$ cat src/rtl/adc_scan_ctrl.sv
// adc_scan_ctrl: scans the enabled channels of an 8-channel SPI ADC.
// Every frame sends the address of the next channel to convert and returns
// the conversion of the address sent in the previous frame, so each scan
// starts with one extra frame whose result is thrown away.
//
//   state | meaning
//   ------+----------------------------------------------------------
//   IDLE  | cs_n high, sclk high, waiting for an accepted start
//   SETUP | cs_n low, sclk high, CLK_DIV cycles before the first edge
//   SHIFT | 16 sclk periods: din changes on fall, dout sampled on rise
//   HOLD  | cs_n high, sclk high, CLK_DIV cycles; sample published here
//
// SMP_W must lie in 2..16: the result is the tail of the 16 frame bits.
module adc_scan_ctrl #(
  parameter int CLK_DIV = 10,
  parameter int SMP_W   = 12
) (
  input  logic             clk_clk,
  input  logic             reset_reset_n,
  input  logic             start,
  input  logic             continuous,
  input  logic [7:0]       chan_mask,
  output logic             adc_0_sclk,
  output logic             adc_0_cs_n,
  output logic             adc_0_din,
  input  logic             adc_0_dout,
  output logic [SMP_W-1:0] smp_data,
  output logic [2:0]       smp_chan,
  output logic             smp_valid,
  input  logic             smp_ready,
  output logic             busy,
  output logic             overrun
);

  localparam logic [1:0] S_IDLE  = 2'd0;
  localparam logic [1:0] S_SETUP = 2'd1;
  localparam logic [1:0] S_SHIFT = 2'd2;
  localparam logic [1:0] S_HOLD  = 2'd3;

  localparam logic [7:0] TMR_LOAD = 8'(CLK_DIV - 1);

  logic [1:0]       state_q, state_d;
  logic [7:0]       tmr_q, tmr_d;
  logic [3:0]       bit_q, bit_d;
  logic             phase_q, phase_d;
  logic [SMP_W-1:0] shift_q, shift_d;
  logic [7:0]       mask_q, mask_d;
  logic [7:0]       rem_q, rem_d;
  logic [2:0]       addr_q, addr_d;
  logic [2:0]       prev_q, prev_d;
  logic             first_q, first_d;
  logic             last_q, last_d;
  logic [SMP_W-1:0] smp_data_q, smp_data_d;
  logic [2:0]       smp_chan_q, smp_chan_d;
  logic             smp_valid_q, smp_valid_d;
  logic             overrun_q, overrun_d;

  logic             tmr_tc;
  logic             scan_req;
  logic             start_acc;
  logic             sample_dout;
  logic             new_smp;
  logic [2:0]       first_ch;
  logic [2:0]       rem_ch;
  logic [15:0]      frame_word;

  function automatic logic [2:0] lowest_chan(input logic [7:0] m);
    lowest_chan = 3'd0;
    for (int i = 7; i >= 0; i--) begin
      if (m[i]) lowest_chan = 3'(i);
    end
  endfunction

  function automatic logic [7:0] chan_bit(input logic [2:0] c);
    chan_bit = 8'd1 << c;
  endfunction

  assign tmr_tc      = (tmr_q == 8'd0);
  assign scan_req    = start && (chan_mask != 8'd0);
  assign start_acc   = (state_q == S_IDLE) && scan_req;
  // first cycle of the sclk high phase
  assign sample_dout = (state_q == S_SHIFT) && phase_q && (tmr_q == TMR_LOAD);
  // first HOLD cycle of a frame whose result is wanted
  assign new_smp     = (state_q == S_HOLD) && (tmr_q == TMR_LOAD) && !first_q;
  assign first_ch    = lowest_chan(chan_mask);
  assign rem_ch      = lowest_chan(rem_q);
  assign frame_word  = {2'b00, addr_q, 11'd0};

  assign adc_0_cs_n = !((state_q == S_SETUP) || (state_q == S_SHIFT));
  assign adc_0_sclk = (state_q == S_SHIFT) ? phase_q : 1'b1;
  assign adc_0_din  = (state_q == S_SHIFT) ? frame_word[4'd15 - bit_q] : 1'b0;
  assign busy       = (state_q != S_IDLE);
  assign smp_data   = smp_data_q;
  assign smp_chan   = smp_chan_q;
  assign smp_valid  = smp_valid_q;
  assign overrun    = overrun_q;

  // Frame sequencing, sclk timing and channel walk.
  always_comb begin
    state_d = state_q;
    tmr_d   = tmr_q;
    bit_d   = bit_q;
    phase_d = phase_q;
    shift_d = shift_q;
    mask_d  = mask_q;
    rem_d   = rem_q;
    addr_d  = addr_q;
    prev_d  = prev_q;
    first_d = first_q;
    last_d  = last_q;

    if (!tmr_tc) tmr_d = tmr_q - 8'd1;
    if (sample_dout) shift_d = {shift_q[SMP_W-2:0], adc_0_dout};

    case (state_q)
      S_IDLE: begin
        if (scan_req) begin
          state_d = S_SETUP;
          tmr_d   = TMR_LOAD;
          mask_d  = chan_mask;
          addr_d  = first_ch;
          rem_d   = chan_mask & ~chan_bit(first_ch);
          first_d = 1'b1;
          last_d  = 1'b0;
        end
      end
      S_SETUP: begin
        if (tmr_tc) begin
          state_d = S_SHIFT;
          tmr_d   = TMR_LOAD;
          bit_d   = 4'd0;
          phase_d = 1'b0;
        end
      end
      S_SHIFT: begin
        if (tmr_tc) begin
          tmr_d = TMR_LOAD;
          if (!phase_q) begin
            phase_d = 1'b1;
          end else if (bit_q == 4'd15) begin
            state_d = S_HOLD;
            phase_d = 1'b0;
            bit_d   = 4'd0;
          end else begin
            phase_d = 1'b0;
            bit_d   = bit_q + 4'd1;
          end
        end
      end
      S_HOLD: begin
        if (tmr_tc) begin
          if (!last_q) begin
            // more frames in this scan; once every enabled address has been
            // sent, the closing frame re-sends the first one
            state_d = S_SETUP;
            tmr_d   = TMR_LOAD;
            prev_d  = addr_q;
            first_d = 1'b0;
            if (rem_q != 8'd0) begin
              addr_d = rem_ch;
              rem_d  = rem_q & ~chan_bit(rem_ch);
            end else begin
              addr_d = lowest_chan(mask_q);
              last_d = 1'b1;
            end
          end else if (continuous && (chan_mask != 8'd0)) begin
            state_d = S_SETUP;
            tmr_d   = TMR_LOAD;
            mask_d  = chan_mask;
            addr_d  = first_ch;
            rem_d   = chan_mask & ~chan_bit(first_ch);
            first_d = 1'b1;
            last_d  = 1'b0;
          end else begin
            state_d = S_IDLE;
          end
        end
      end
      default: state_d = S_IDLE;
    endcase
  end

  // Sample hand-off: hold until accepted, drop and flag on collision.
  always_comb begin
    smp_data_d  = smp_data_q;
    smp_chan_d  = smp_chan_q;
    smp_valid_d = smp_valid_q;
    overrun_d   = overrun_q;

    if (start_acc) overrun_d = 1'b0;

    if (new_smp) begin
      if (smp_valid_q && !smp_ready) begin
        overrun_d = 1'b1;
      end else begin
        smp_data_d  = shift_q;
        smp_chan_d  = prev_q;
        smp_valid_d = 1'b1;
      end
    end else if (smp_valid_q && smp_ready) begin
      smp_valid_d = 1'b0;
    end
  end

  // State registers; reset drops cs_n at once and discards any frame.
  always_ff @(posedge clk_clk or negedge reset_reset_n) begin
    if (!reset_reset_n) begin
      state_q     <= S_IDLE;
      tmr_q       <= 8'd0;
      bit_q       <= 4'd0;
      phase_q     <= 1'b0;
      shift_q     <= '0;
      mask_q      <= 8'd0;
      rem_q       <= 8'd0;
      addr_q      <= 3'd0;
      prev_q      <= 3'd0;
      first_q     <= 1'b0;
      last_q      <= 1'b0;
      smp_data_q  <= '0;
      smp_chan_q  <= 3'd0;
      smp_valid_q <= 1'b0;
      overrun_q   <= 1'b0;
    end else begin
      state_q     <= state_d;
      tmr_q       <= tmr_d;
      bit_q       <= bit_d;
      phase_q     <= phase_d;
      shift_q     <= shift_d;
      mask_q      <= mask_d;
      rem_q       <= rem_d;
      addr_q      <= addr_d;
      prev_q      <= prev_d;
      first_q     <= first_d;
      last_q      <= last_d;
      smp_data_q  <= smp_data_d;
      smp_chan_q  <= smp_chan_d;
      smp_valid_q <= smp_valid_d;
      overrun_q   <= overrun_d;
    end
  end

endmodule

$ cat config.mk
export PLATFORM = sky130hd
export DESIGN_NAME = adc_scan_ctrl
export DESIGN_NICKNAME = d
export VERILOG_FILES = /design/src/rtl/adc_scan_ctrl.sv
export SDC_FILE = /design/constraint.sdc
export NUM_CORES = 1
export LEC_CHECK = 0
export CORE_UTILIZATION = 35
export DETAILED_ROUTE_END_ITERATION = 8
export SLEW_MARGIN = 15
export SYNTH_ARGS = -nofsm -noshare
export SYNTH_HDL_FRONTEND = slang
export SYNTH_SLANG_ARGS = --single-unit
$ cat constraint.sdc
create_clock -name clk_clk -period 3.5 [get_ports clk_clk]
set_input_delay 0.35 -clock clk_clk [delete_from_list [all_inputs] [get_ports clk_clk]]
set_output_delay 0.35 -clock clk_clk [all_outputs]
set_load 0.03 [all_outputs]
==> results.ini <==
[setup_path]
cp_max_fo = 10
crit_path_cell_trace = inv_1 > ha_1 > nand3b_1 > a221oi_1 > clkdlybuf4s50_1
cp_data_required_time_ns = 3.15
critPathBufInv = 2
critical_path_class = reg -> out
crit_path_top_delay_cell = clkdlybuf4s50_1
critPathLaunchType = flop
slowest_delay_ns = 0.76
cpLargestDelayFamily = buffers and inverters
end_kind = output pin
worstPathArrival_ns = 2.36

[route]
drt-pass1-iter-count = 4
routed-wl-met2_microns = 3280
wl_met3_microns = 237
drc = 0
wire_per_inst_microns = 14.7
routed_wl_microns = 7300
route.antenna.remaining_nets = 0
drt-initial-drc-count = 102
via_per_inst = 5.16
vias = 2554
met1_length_microns = 3640
top_layer = met4

[cts]
cts_tree = done
clkTransAtPathRegs_ns = 0.08
cts-root-buf = clkbuf_8
cts_resized = 0
cts_hold_buf = 0
cts.sink_count = 68
htree_levels = 3
cts_buffers = 9
clk_latency_ns = 0.34
clockBufferDepth = 2
cts_setup_buffers = 0

[timing]
skew_ns = 0.0110
timing.final.crit_share_pct = 77.5
worst_pin_slew_ns = 1.09
final.setup.tns_ns = 0
setup-violations-final = 0
min_period_ns = 2.71
rsz0062_at_grt = false
worst_slack_ns = 0.786
relSlewSlack_pct = 26.5
slew_violations = 0
final-hold-violation-count = 0
timing.fmax_ghz = 0.369
hold-worst-slack_ns = 0.192

[die]
fp.dieH_microns = 102
core_sq_mm = 0.00973
fp-row-count = 36
start_util_pct = 35.9
io_pins = 35
die_area_sq_mm = 0.0104
die_w_microns = 102

[flow_run]
cap_violations = 0

[pwr]
p_leak_uw = 0.00188
vdd_ir_drop_max_uv = 146
p_per_area_mw_per_mm2 = 374

[logic_synthesis]
synth_seq_cells = 68
synthCells = 322
synth.net_count = 346
yosysSeqAreaShare_pct = 48.7
async_flop_share_pct = 100
synth_area_per_cell_sq_um = 10.9
synth_edf_count = 0
synth-main-ff-cell = dfrtp_1
yosysWarnings = 0
netlist_area_sq_mm = 0.00349
yosysUniqueCellTypes = 60

[final_layout]
area_delta_synth_final_pct = 18.5
fin_area_sq_mm = 0.00414
drive_above_1_share_pct = 18.2
num-nets-final = 381
antenna_cells = 0
fillCellCount = 968

[global_route]
gr-usage-all-layers_pct = 15.4
grt_pass1_wl_microns = 12300
grt_pass1_vias = 2504
antenna_found_initial = 0
grt_overflow = 0
grt_max_degree = 69

[placement]
hpwlAfterDp_microns = 5220
place_congestion = 0.904
post-place-ws_ns = 0.876
dpl-instance-area_sq_mm = 0.00393
io_buffers = 34

[status]
status = finished clean

[worst_hold_path]
hp-class = in -> async

Yosys cell counts, drive strengths merged, types with 4 or more instances:
library cell  number  area [sq um]
nor2b              4          25.0
nor2              22          82.6
nand3              5          25.0
nand2             29           109
mux2              37           443
buf                8          58.8
nor3               7          40.0
dfrtp             68          1700
nand3b             4          30.0
o21bai             4          30.0
a21o               4          30.0
ha                10           125
o21ai             28           166
nand2b             4          25.0
nor4               5          31.3
inv               15          56.3
o31ai              5          51.3
a21oi             15          78.8
and3               4          25.0
power breakdown:
part	switching [uW]	total (uW)	leakage, uW	internal, uW
Combinational	46.6	75.8	0.000870	29.2
Sequential	5.54	796	0.000908	791
Clock	335	676	0.000102	341
Total	387	1550	0.00188	1160
through the flow:
step,total power [uW],utilization (%),std cells
2_1_floorplan,841,-,322
4_1_cts,1570,42.6,495
3_5_place_dp,889,40.4,479
5_1_grt,1620,42.6,495
3_3_place_gp,888,40.4,479
6_report,1550,42.6,495
placed cells by master (no fill, tap or decap), types with 6 or more instances in the layout:
| master | netlist | final |
|---|---|---|
| mux2_4 | 7 | 7 |
| dfrtp_1 | 68 | 68 |
| ha_1 | 10 | 10 |
| inv_1 | 14 | 14 |
| a21oi_1 | 14 | 14 |
| nor2_1 | 22 | 22 |
| o21ai_0 | 20 | 20 |
| nand2_1 | 29 | 29 |
| clkdlybuf4s50_1 | 0 | 33 |
| mux2_2 | 30 | 30 |
| clkbuf_8 | 0 | 9 |
| nor3_1 | 6 | 6 |
per-layer routing:
layer / global-route usage, % / vias up
met2: 23.2 / 53
met3: 2.94 / 10
met4: 8.46 / 0
li1: - / 1243
met1: 20.8 / 1248
met5: 0 / -
worst register-to-register path: cells and delay by family (launching register included):
family | cells | cell delay [ns]
compound gates | 2 | 0.76
simple gates | 2 | 0.66
flops | 1 | 0.44
mux | 1 | 0.34
buf+inv | 1 | 0.19
state kept, by name, indices dropped and copies added (netlist names):
signal,flops
addr_q,3
bit_q,4
first_q,1
last_q,1
mask_q,8
overrun,1
phase_q,1
prev_q,3
rem_q,8
shift_q,12
smp_chan,3
smp_data,12
smp_valid,1
state_q,2
tmr_q,8
path summary, 6_finish.rpt:
kind | startpoint | to | slack [ns] | depth (start not counted)
min in group clk_clk | smp_data[4]$_DFFE_PN0P_ | smp_data[4]$_DFFE_PN0P_ | 0.51 | 1
max | state_q[0]$_DFFE_PN0P_ | adc_0_din | 0.79 | 5
max reg2reg | tmr_q[2]$_DFF_PN0_ | mask_q[0]$_DFFE_PN0P_ | 1.00 | 6
min reg2reg | smp_data[4]$_DFFE_PN0P_ | smp_data[4]$_DFFE_PN0P_ | 0.51 | 1
max in group asynchronous | reset_reset_n | mask_q[0]$_DFFE_PN0P_ | 2.75 | 2
min | reset_reset_n | smp_data[0]$_DFFE_PN0P_ | 0.19 | 2
cell families after synthesis:
kind of cell               share of synthesized area, %
DFF                                                48.7
AOI/OAI and AO/OA                                  16.3
muxes                                              12.7
and+or+nand+nor                                    13.6
xor gates and xnor gates                           1.50
adders and majority gates                          3.58
buffers and inverters                              3.62
final cells by class:
class,instances,area [sq um],area share (%)
flip-flops and latches,68,1700,41.1
repair buffers,35,343,8.28
clock buffers,9,124,2.99
multi-input cells,228,1670,40.2
clock inverters,7,83.8,2.02
inverters,15,56.3,1.36
well taps,133,166,4.02
Power figures use the tool's default switching activity.
